File: config.mk
export PLATFORM = sky130hd
export DESIGN_NAME = pmod_ad1_flat
export DESIGN_NICKNAME = d
export VERILOG_FILES = /design/src/rtl/pmod_ad1_pkg.sv /design/src/rtl/pmod_ad1_if.sv /design/src/rtl/pmod_ad1_sclk_gen.sv /design/src/rtl/pmod_ad1.sv /design/src/flat_wrapper.sv
export SDC_FILE = /design/constraint.sdc
export NUM_CORES = 1
export LEC_CHECK = 0
export ABC_AREA = 1
export CORE_AREA = 5 5 66 68
export CTS_CLUSTER_SIZE = 40
export DETAILED_ROUTE_END_ITERATION = 10
export DIE_AREA = 0 0 71 73
export GPL_TIMING_DRIVEN = 1
export MAX_ROUTING_LAYER = met4
export PLACE_DENSITY = 0.74
export SYNTH_ARGS = -nofsm -noshare
export SYNTH_HDL_FRONTEND = slang
export SYNTH_SLANG_ARGS = --single-unit
File: constraint.sdc
create_clock -name clk -period 1.09 [get_ports clk]
set_input_delay 0.109 -clock clk [delete_from_list [all_inputs] [get_ports clk]]
set_output_delay 0.109 -clock clk [all_outputs]
set_load 0.01 [all_outputs]
File: src/rtl/pmod_ad1_pkg.sv
// Shared definitions for the PmodAD1 (AD7476A-style) serial ADC receiver.
package pmod_ad1_pkg;

    typedef enum logic [1:0] {
        StQuiet,
        StShift,
        StDone
    } state_t;

    localparam int unsigned FrameLen = 16;   // SClk periods / bits per conversion frame
    localparam int unsigned SampleW  = 12;   // payload bits at the bottom of the frame
    localparam int unsigned OutW     = 29;   // Q8.20 output width
    localparam int unsigned Midscale = 2048; // offset-binary zero point

    // Offset-binary sample to a signed, sign-extended value scaled by 2^frac_shift.
    function automatic logic [OutW-1:0] centre_and_scale(input logic [SampleW-1:0] u,
                                                         input int unsigned frac_shift);
        logic [SampleW-1:0] s;
        logic [OutW-1:0]    ext;
        s   = u - SampleW'(Midscale);
        ext = {{(OutW - SampleW){s[SampleW-1]}}, s};
        return ext << frac_shift;
    endfunction

endpackage

File: src/rtl/pmod_ad1_if.sv
// ADC-side serial pins plus the sample output of the PmodAD1 receiver.
interface pmod_ad1_if;
    import pmod_ad1_pkg::*;

    logic            sdatain;
    logic            SClk;
    logic            CS;
    logic [OutW-1:0] dataout;
    logic            rx_done;

    // master: the receiver; slave: the ADC and the sample consumer.
    modport master (input sdatain, output SClk, output CS, output dataout, output rx_done);
    modport slave  (output sdatain, input SClk, input CS, input dataout, input rx_done);

endinterface

File: src/rtl/pmod_ad1_sclk_gen.sv
// SClk divider: idles high while disabled, toggles every SCLK_HALF clk while enabled,
// and flags the clk edge on which SClk is about to fall or rise.
module pmod_ad1_sclk_gen #(
    parameter int unsigned SCLK_HALF = 2
) (
    input  logic clk,
    input  logic Reset,
    input  logic en,
    output logic sclk,
    output logic rise,
    output logic fall
);

    localparam int unsigned CntW = (SCLK_HALF > 1) ? $clog2(SCLK_HALF) : 1;

    logic [CntW-1:0] cnt;
    logic            half_end;

    assign half_end = en && (cnt == CntW'(SCLK_HALF - 1));
    assign rise     = half_end && !sclk;
    assign fall     = half_end && sclk;

    // Half-period counter and registered SClk; disabling restarts from a high phase.
    always_ff @(posedge clk) begin
        if (Reset || !en) begin
            cnt  <= '0;
            sclk <= 1'b1;
        end else if (half_end) begin
            cnt  <= '0;
            sclk <= ~sclk;
        end else begin
            cnt  <= cnt + 1'b1;
        end
    end

endmodule

File: src/rtl/pmod_ad1.sv
// PmodAD1 receiver: free-running AD7476A-style conversions, each 12-bit offset-binary
// sample centred on midscale and presented as a signed Q8.20 word with a done pulse.
module pmod_ad1
    import pmod_ad1_pkg::*;
#(
    parameter int unsigned SCLK_HALF  = 2,
    parameter int unsigned QUIET_CYC  = 8,
    parameter int unsigned FRAC_SHIFT = 9
) (
    input  logic          clk,
    input  logic          Reset,
    pmod_ad1_if.master    bus
);

    localparam int unsigned QuietW = (QUIET_CYC > 1) ? $clog2(QUIET_CYC) : 1;
    localparam int unsigned FallW  = $clog2(FrameLen + 1);

    state_t              state;
    logic [QuietW-1:0]   quiet_cnt;
    logic [FallW-1:0]    fall_cnt;
    // Only the low 12 frame bits survive; the four leading zeros shift out of the top.
    logic [SampleW-1:0]  shreg;
    logic                cs_q;
    logic [OutW-1:0]     dataout_q;
    logic                rx_done_q;

    logic                shift_en;
    logic                sclk;
    logic                sclk_rise;
    logic                sclk_fall;

    assign shift_en = (state == StShift);

    pmod_ad1_sclk_gen #(
        .SCLK_HALF (SCLK_HALF)
    ) u_sclk_gen (
        .clk   (clk),
        .Reset (Reset),
        .en    (shift_en),
        .sclk  (sclk),
        .rise  (sclk_rise),
        .fall  (sclk_fall)
    );

    // Frame sequencer: quiet gap, 16-bit shift on SClk rises, one-cycle output update.
    always_ff @(posedge clk) begin
        if (Reset) begin
            state     <= StQuiet;
            quiet_cnt <= '0;
            fall_cnt  <= '0;
            shreg     <= '0;
            cs_q      <= 1'b1;
            dataout_q <= '0;
            rx_done_q <= 1'b0;
        end else begin
            rx_done_q <= 1'b0;
            unique case (state)
                StQuiet: begin
                    cs_q <= 1'b1;
                    if (quiet_cnt == QuietW'(QUIET_CYC - 1)) begin
                        quiet_cnt <= '0;
                        fall_cnt  <= '0;
                        cs_q      <= 1'b0;
                        state     <= StShift;
                    end else begin
                        quiet_cnt <= quiet_cnt + 1'b1;
                    end
                end
                StShift: begin
                    if (sclk_fall) begin
                        fall_cnt <= fall_cnt + 1'b1;
                    end
                    // Data was launched on the preceding fall, so it is stable on the rise.
                    if (sclk_rise) begin
                        shreg <= {shreg[SampleW-2:0], bus.sdatain};
                        // The rise that follows the last fall carries the final bit.
                        if (fall_cnt == FallW'(FrameLen)) begin
                            cs_q  <= 1'b1;
                            state <= StDone;
                        end
                    end
                end
                StDone: begin
                    dataout_q <= centre_and_scale(shreg, FRAC_SHIFT);
                    rx_done_q <= 1'b1;
                    state     <= StQuiet;
                end
                default: begin
                    state <= StQuiet;
                end
            endcase
        end
    end

    assign bus.SClk    = sclk;
    assign bus.CS      = cs_q;
    assign bus.dataout = dataout_q;
    assign bus.rx_done = rx_done_q;

endmodule

File: src/flat_wrapper.sv
// flat-port wrapper written by rule: the top's interface ports become plain ports
module pmod_ad1_flat import pmod_ad1_pkg::*;
#(
    parameter int unsigned SCLK_HALF  = 2,
    parameter int unsigned QUIET_CYC  = 8,
    parameter int unsigned FRAC_SHIFT = 9
)
  (clk, Reset, bus_sdatain, bus_SClk, bus_CS, bus_dataout, bus_rx_done);
  pmod_ad1_if bus_i ();
  input  logic clk;
  input  logic Reset;
  input wire logic [$bits(bus_i.sdatain)-1:0] bus_sdatain;
  output wire logic [$bits(bus_i.SClk)-1:0] bus_SClk;
  output wire logic [$bits(bus_i.CS)-1:0] bus_CS;
  output wire logic [$bits(bus_i.dataout)-1:0] bus_dataout;
  output wire logic [$bits(bus_i.rx_done)-1:0] bus_rx_done;
  assign bus_i.sdatain = bus_sdatain;
  assign bus_SClk = bus_i.SClk;
  assign bus_CS = bus_i.CS;
  assign bus_dataout = bus_i.dataout;
  assign bus_rx_done = bus_i.rx_done;
  pmod_ad1 #(.SCLK_HALF(SCLK_HALF), .QUIET_CYC(QUIET_CYC), .FRAC_SHIFT(FRAC_SHIFT)) u_core (.clk(clk), .Reset(Reset), .bus(bus_i));
endmodule
; ---- Word level (Yosys, flattened, before mapping)
; Cells that the tools add are included.
[classes]
n_reduce_logical = 13
eq_ne = 8
bitwise_logic = 1
n_mux = 13
addsub = 4
[ops]
columns = op, n
row1 = $sub 12x12->12 const B, 1
row2 = $mux 5, 2
row3 = $pmux 5 s2, 1
row4 = $reduce_and 3->1, 3
row5 = $ne 2x1->1 const B, 4
row6 = $mux 2, 3
row7 = $add 5x1->5 const B, 1
row8 = $eq 5x5->1 const B, 1
row9 = $mux 1, 4
row10 = $pmux 2 s2, 1
row11 = $add 3x1->3 const B, 1
row12 = $eq 3x3->1 const B, 1
row13 = $logic_and 1x1->1, 3
row14 = $mux 3, 1
row15 = $eq 2x1->1 const B, 1
row16 = $eq 2x2->1 const B, 1
row17 = $logic_not 1->1, 2
row18 = $logic_not 2->1, 1
row19 = $pmux 1 s2, 1
row20 = $reduce_and 2->1, 1
row21 = $reduce_bool 2->1, 1
row22 = $reduce_or 2->1, 1
row23 = $add 1x1->1 const B, 1
row24 = $logic_or 1x1->1, 1
row25 = $not 1->1, 1
[word_totals]
word_cells = 48
reg_bits = 38
inputBits = 3

; ---- Depth between registers and ports, before layout
[logic_depth]
depth_word = 5
mapped_depth = 9
depth_no_buf = 9

; ---- By module
; Synthesis repeated with hierarchy kept, for this count alone.
[unflattened]
cells_unflattened = 208
area_unflattened_um2 = 1704.1
[modules_own_cells]
columns = module, area_per_inst_um2, cells_each, instances
row1 = pmod_ad1, 1616.6, 196, 1
row2 = pmod_ad1_sclk_gen, 87.6, 12, 1

; ---- Worst setup path after synthesis
; OpenSTA, ideal clock, no wires.
[synth_timing]
path_type = register to register
from = register u_core.quiet_cnt[0]
to = register u_core.fall_cnt[3]
path_buffers = 0
slack_ns = -0.077
arrival_ns = 1.059
synth_period_minus_slack_ns = 1.167
t_required_ns = 0.981
path_stages_with_launch = 9
setup_ns = 0.109
path_cell_list = dfxtp_1 > ha_1 > ha_1 > nand2_1 > nand2_1 > nand2_1 > nand2_1 > nand2_1 > inv_1
[synth_via]
elab_chain_len = 3
[synth_lines]
columns = item, line_no
row1 = from (decl), pmod_ad1.sv:19  ; logic [QuietW-1:0] quiet_cnt;
row2 = from (signal assigned), pmod_ad1.sv:66  ; quiet_cnt <= quiet_cnt + 1'b1;
row3 = $eq 3x3->1, pmod_ad1.sv:60  ; if (quiet_cnt == QuietW'(QUIET_CYC - 1)) begin
row4 = $ne 2x1->1 (no line), n/a
row5 = $reduce_and 3->1 (no line), n/a
row6 = to (signal assigned), pmod_ad1.sv:71  ; fall_cnt <= fall_cnt + 1'b1;
row7 = to (decl), pmod_ad1.sv:20  ; logic [FallW-1:0] fall_cnt;
; No other way between the ends.
; A chain may end at the register's enable or synchronous reset.

; ---- Final worst setup path
[layout_timing]
from = register u_core.quiet_cnt[0]
to = register u_core.quiet_cnt[0]
[layout_via]
elab_chain_len = 2
word_cells_on_any_way = 3
cone_classes = add/sub: 1 / eq/ne: 1 / mux: 1
[layout_lines]
columns = item, line_no
row1 = $add 3x1->3 / $eq 3x3->1 (equally long branches), "pmod_ad1.sv:66, pmod_ad1.sv:60"
row2 = $mux 3 *, pmod_ad1.sv:60
; Mark *: on every way between the ends. The rest lies on a longest branch, timed or not.

==> metrics.md <==
| Metric | Value |
|---|---|
| CTS Hold Bufs | `0` |
| Average size of a mapped cell | `7.415 um^2` |
| Root Driver | `clkbuf_8` |
| Worst setup margin | `-0.07362 ns` |
| Required time of the critical path | `between 1 and 1.5 ns` |
| Die area | `slightly above 5000 um^2` |
| Switching Power | `651.0 uW` |
| Post-route ant nets | `0` |
| Crit. End Element | `flop` |
| RSZ-0062 raised after global routing | `true` |
| Number of diodes | `0` |
| Peak VDD IR | `700.0 uV` |
| Via-per-instance ratio | `about 4.6` |
| Seq/Total Area, Yosys | `a little under half` |
| Vias in the first global route | `1357` |
| Worst setup SP type | `flop` |
| Finish-stage setup viols | `10` |
| Initial DRC count | `92` |
| WL final | `3648 um` |
| Chip Width | `71 um` |
| Clk slew on worst S/H paths | `0.07 ns` |
| Number of CTS-inserted buffers | `5` |
| CTS sink count | `38` |
| Max FO, Critical Path | `3` |
| Sequential power share | `between 40 and 50%` |
| # IOs | `35` |
| Fin crit period | `1.164 ns` |
| GP Congestion | `0.8575` |
| Mapped Area | `about 1600 um^2` |
| Post-DR wirelength/cell | `12.00 um` |
| Violated checks | `negative setup slack` |
| Via Count | `1407` |
| First-pass GRT wire length | `5934 um` |
| Fraction of layout cells with a size suffix above 1 | `30.31%` |
| Clock Power Share | `around 41%` |
| Pin count of the biggest net entering global routing | `28` |
| Internal Power | `2283 uW` |
| Initial antenna violation count | `0` |
| Pins Over Slew Limit | `0` |
| Synth top area cells | `dfxtp_1 47%, nor2_1 13%, buf_4 8.4%, o21ai_0 8.4%, nand2_1 6.5%` |
| FMAX | `around 0.86 GHz` |
| Worst Setup Path Type | `flop to flop` |
| CTS max path bufs | `2` |
| Maxcap violations | `0` |
| Dpl hpwl | `2169 um` |
| Drt first pass iters | `4` |
| Nets | `~260` |
| Post-Syn Instances | `218` |
| GRT Total Usage | `14.78%` |
| Final Core Density | `60.18%` |
| Worst-Skew Late Latency | `0.29 ns` |
| Yosys top cell by area | `dfxtp_1` |
| Syn. warnings | `0` |
| Run status | `complete, but fails checks` |
| Critical Path AT | `about 1.4 ns` |
| Count of final hold-check violations | `0` |
| Worst min path class | `primary input to flop` |
| Core box area | `3799 um^2` |
| IO buf count | `25` |
| Pwr Density | `roughly 1300 nW/um^2` |
| Top cell type's share of synthesized area | `47.06%` |
| Initial Util | `42.56%` |
| Netlist cell types | `19` |
| CTS tree | `yes` |
| CTS H-Tree Depth | `2` |
| Area Growth Syn to Fin | `41.41%` |
| Congestion Overflow GR | `0` |
| Comb power frac | `9.3%` |
| Lkg Pwr | `0.001111 uW` |
| Clock Skews | `0.003020 ns` |
| Total power | `2934 uW` |
| Die H | `between 70 and 80 um` |
| # DRC | `0` |
| Switch share | `22.19%` |
| Num rows | `23` |
| Seq cells post-synth | `38` |
| Final Cycle Share | `106.8%` |
==> power by group through the flow <==
| stage | registers [uW] | clock network (uW) | logic (uW) |
|---|---|---|---|
| 6_report | 1460 | 1200 | 272 |
| 5_1_grt | 1460 | 1290 | 302 |
| 3_5_place_dp | 1480 | 0 | 241 |
| 3_3_place_gp | 1480 | 0 | 237 |
| 4_1_cts | 1460 | 1240 | 245 |
| 2_1_floorplan | 1490 | 0 | 153 |
==> final cells by class <==
class,instances,area [um^2]
Clock buffer,6,82.58
Clock inverter,1,30.03
Fill cell,329,1513
Inverter,18,80.08
Multi-Input combinational cell,146,857.1
Sequential cell,38,775.7
Tap cell,50,62.56
Timing Repair Buffer,45,397.9
==> metal layers <==
metal	routed length, um	track usage, %	vias up
li1	-	-	728
met1	1605	16.38	645
met2	1828	25.44	25
met3	136	4.683	9
met4	78	4.593	0
met5	0	-	-
==> synthesized netlist by cell type <==
| cell | count |
|---|---|
| buf_4 | 18 |
| nor2_2 | 3 |
| a211oi_1 | 1 |
| o21ai_0 | 27 |
| conb_1 | 1 |
| nand2_2 | 1 |
| nor2_1 | 56 |
| nand2_1 | 28 |
| inv_1 | 16 |
| or2_2 | 1 |
| o21ai_1 | 1 |
| a21oi_1 | 6 |
| nand4_1 | 1 |
| dfxtp_1 | 38 |
| clkbuf_1 | 1 |
| ha_1 | 4 |
| nand3_1 | 8 |
| buf_2 | 5 |
| inv_2 | 2 |
==> path summary, 6_finish.rpt <==
check | depth (start not counted) | slack (ns) | from | to
setup reg to reg | 6 | -0.07 | u_core.quiet_cnt[0] | u_core.quiet_cnt[0]
hold reg to reg | 1 | 0.46 | u_core.shreg[11] | u_core.bus.dataout[20]
hold / removal | 3 | 0.40 | bus_sdatain | u_core.shreg[0]
setup / recovery | 6 | -0.07 | u_core.quiet_cnt[0] | u_core.quiet_cnt[0]
==> what timing repair did <==
| item | in CTS | in global routing |
|---|---|---|
| setup buffers | 2 | 3 |
| gates cloned | 0 | 1 |
| pin swaps | 8 | 15 |
| resized for setup | 55 | 51 |
| setup endpoints to repair | 53 | 44 |
| endpoints found under the hold margin | 0 | 0 |
==> registers in the layout, summed over array words and instances (netlist names) <==
name	count
u_core.bus.dataout	12
u_core.shreg	12
u_core.fall_cnt	5
u_core.quiet_cnt	3
u_core.state	2
u_core.bus.CS	1
u_core.bus.rx_done	1
u_core.u_sclk_gen.cnt	1
u_core.u_sclk_gen.sclk	1
==> cell families after synthesis <==
kind of cell,Yosys count,synth area share (%)
AND/OR/NAND/NOR,98,24.30
buffers and inverters,42,14.32
flip-flops,38,47.06
AO/OA/AOI/OAI,35,10.99
adder cells (fa/ha/maj),4,3.096
other,1,0.2320
==> layout by cell type, fill, tap and decap left out <==
cell type / count
a211oi_2: 1
a21oi_1: 3
a21oi_2: 3
buf_12: 1
buf_4: 13
buf_6: 6
bufinv_16: 1
clkbuf_2: 4
clkbuf_8: 6
clkdlybuf4s15_1: 5
clkdlybuf4s50_1: 2
conb_1: 9
dfxtp_1: 30
dfxtp_2: 6
dfxtp_4: 2
dlygate4sd2_1: 14
ha_4: 4
inv_1: 9
inv_2: 4
inv_4: 5
nand2_1: 19
nand2_2: 4
nand2_4: 6
nand3_1: 4
nand3_4: 4
nand4_1: 1
nor2_1: 54
nor2_4: 5
o21ai_0: 23
o21ai_1: 4
o21ai_2: 1
or2_2: 1
==> stage by stage <==
| step | setup WS, ns | hold slack (ns) | setup TNS [ns] | cells | cell area, um^2 |
|---|---|---|---|---|---|
| floorplan | 0.007863 | 0.1781 | 0 | 226 | 1672 |
| global placement | -0.1384 | 0.4106 | -2.254 | 291 | 1938 |
| detailed placement | -0.1454 | 0.4092 | -2.652 | 291 | 1938 |
| CTS | -0.05419 | 0.3912 | -0.2461 | 300 | 2132 |
| global route | -0.1287 | 0.4060 | -1.213 | 304 | 2286 |
| finish | -0.07362 | 0.4021 | -0.4022 | 304 | 2286 |
==> critical path: stages (launching register included) <==
cell	delay [ns]
dfxtp_2	0.34
ha_4	0.16
ha_4	0.17
inv_4	0.06
buf_6	0.10
a21oi_2	0.05
a211oi_2	0.19
(Power assumes the default switching activity.)
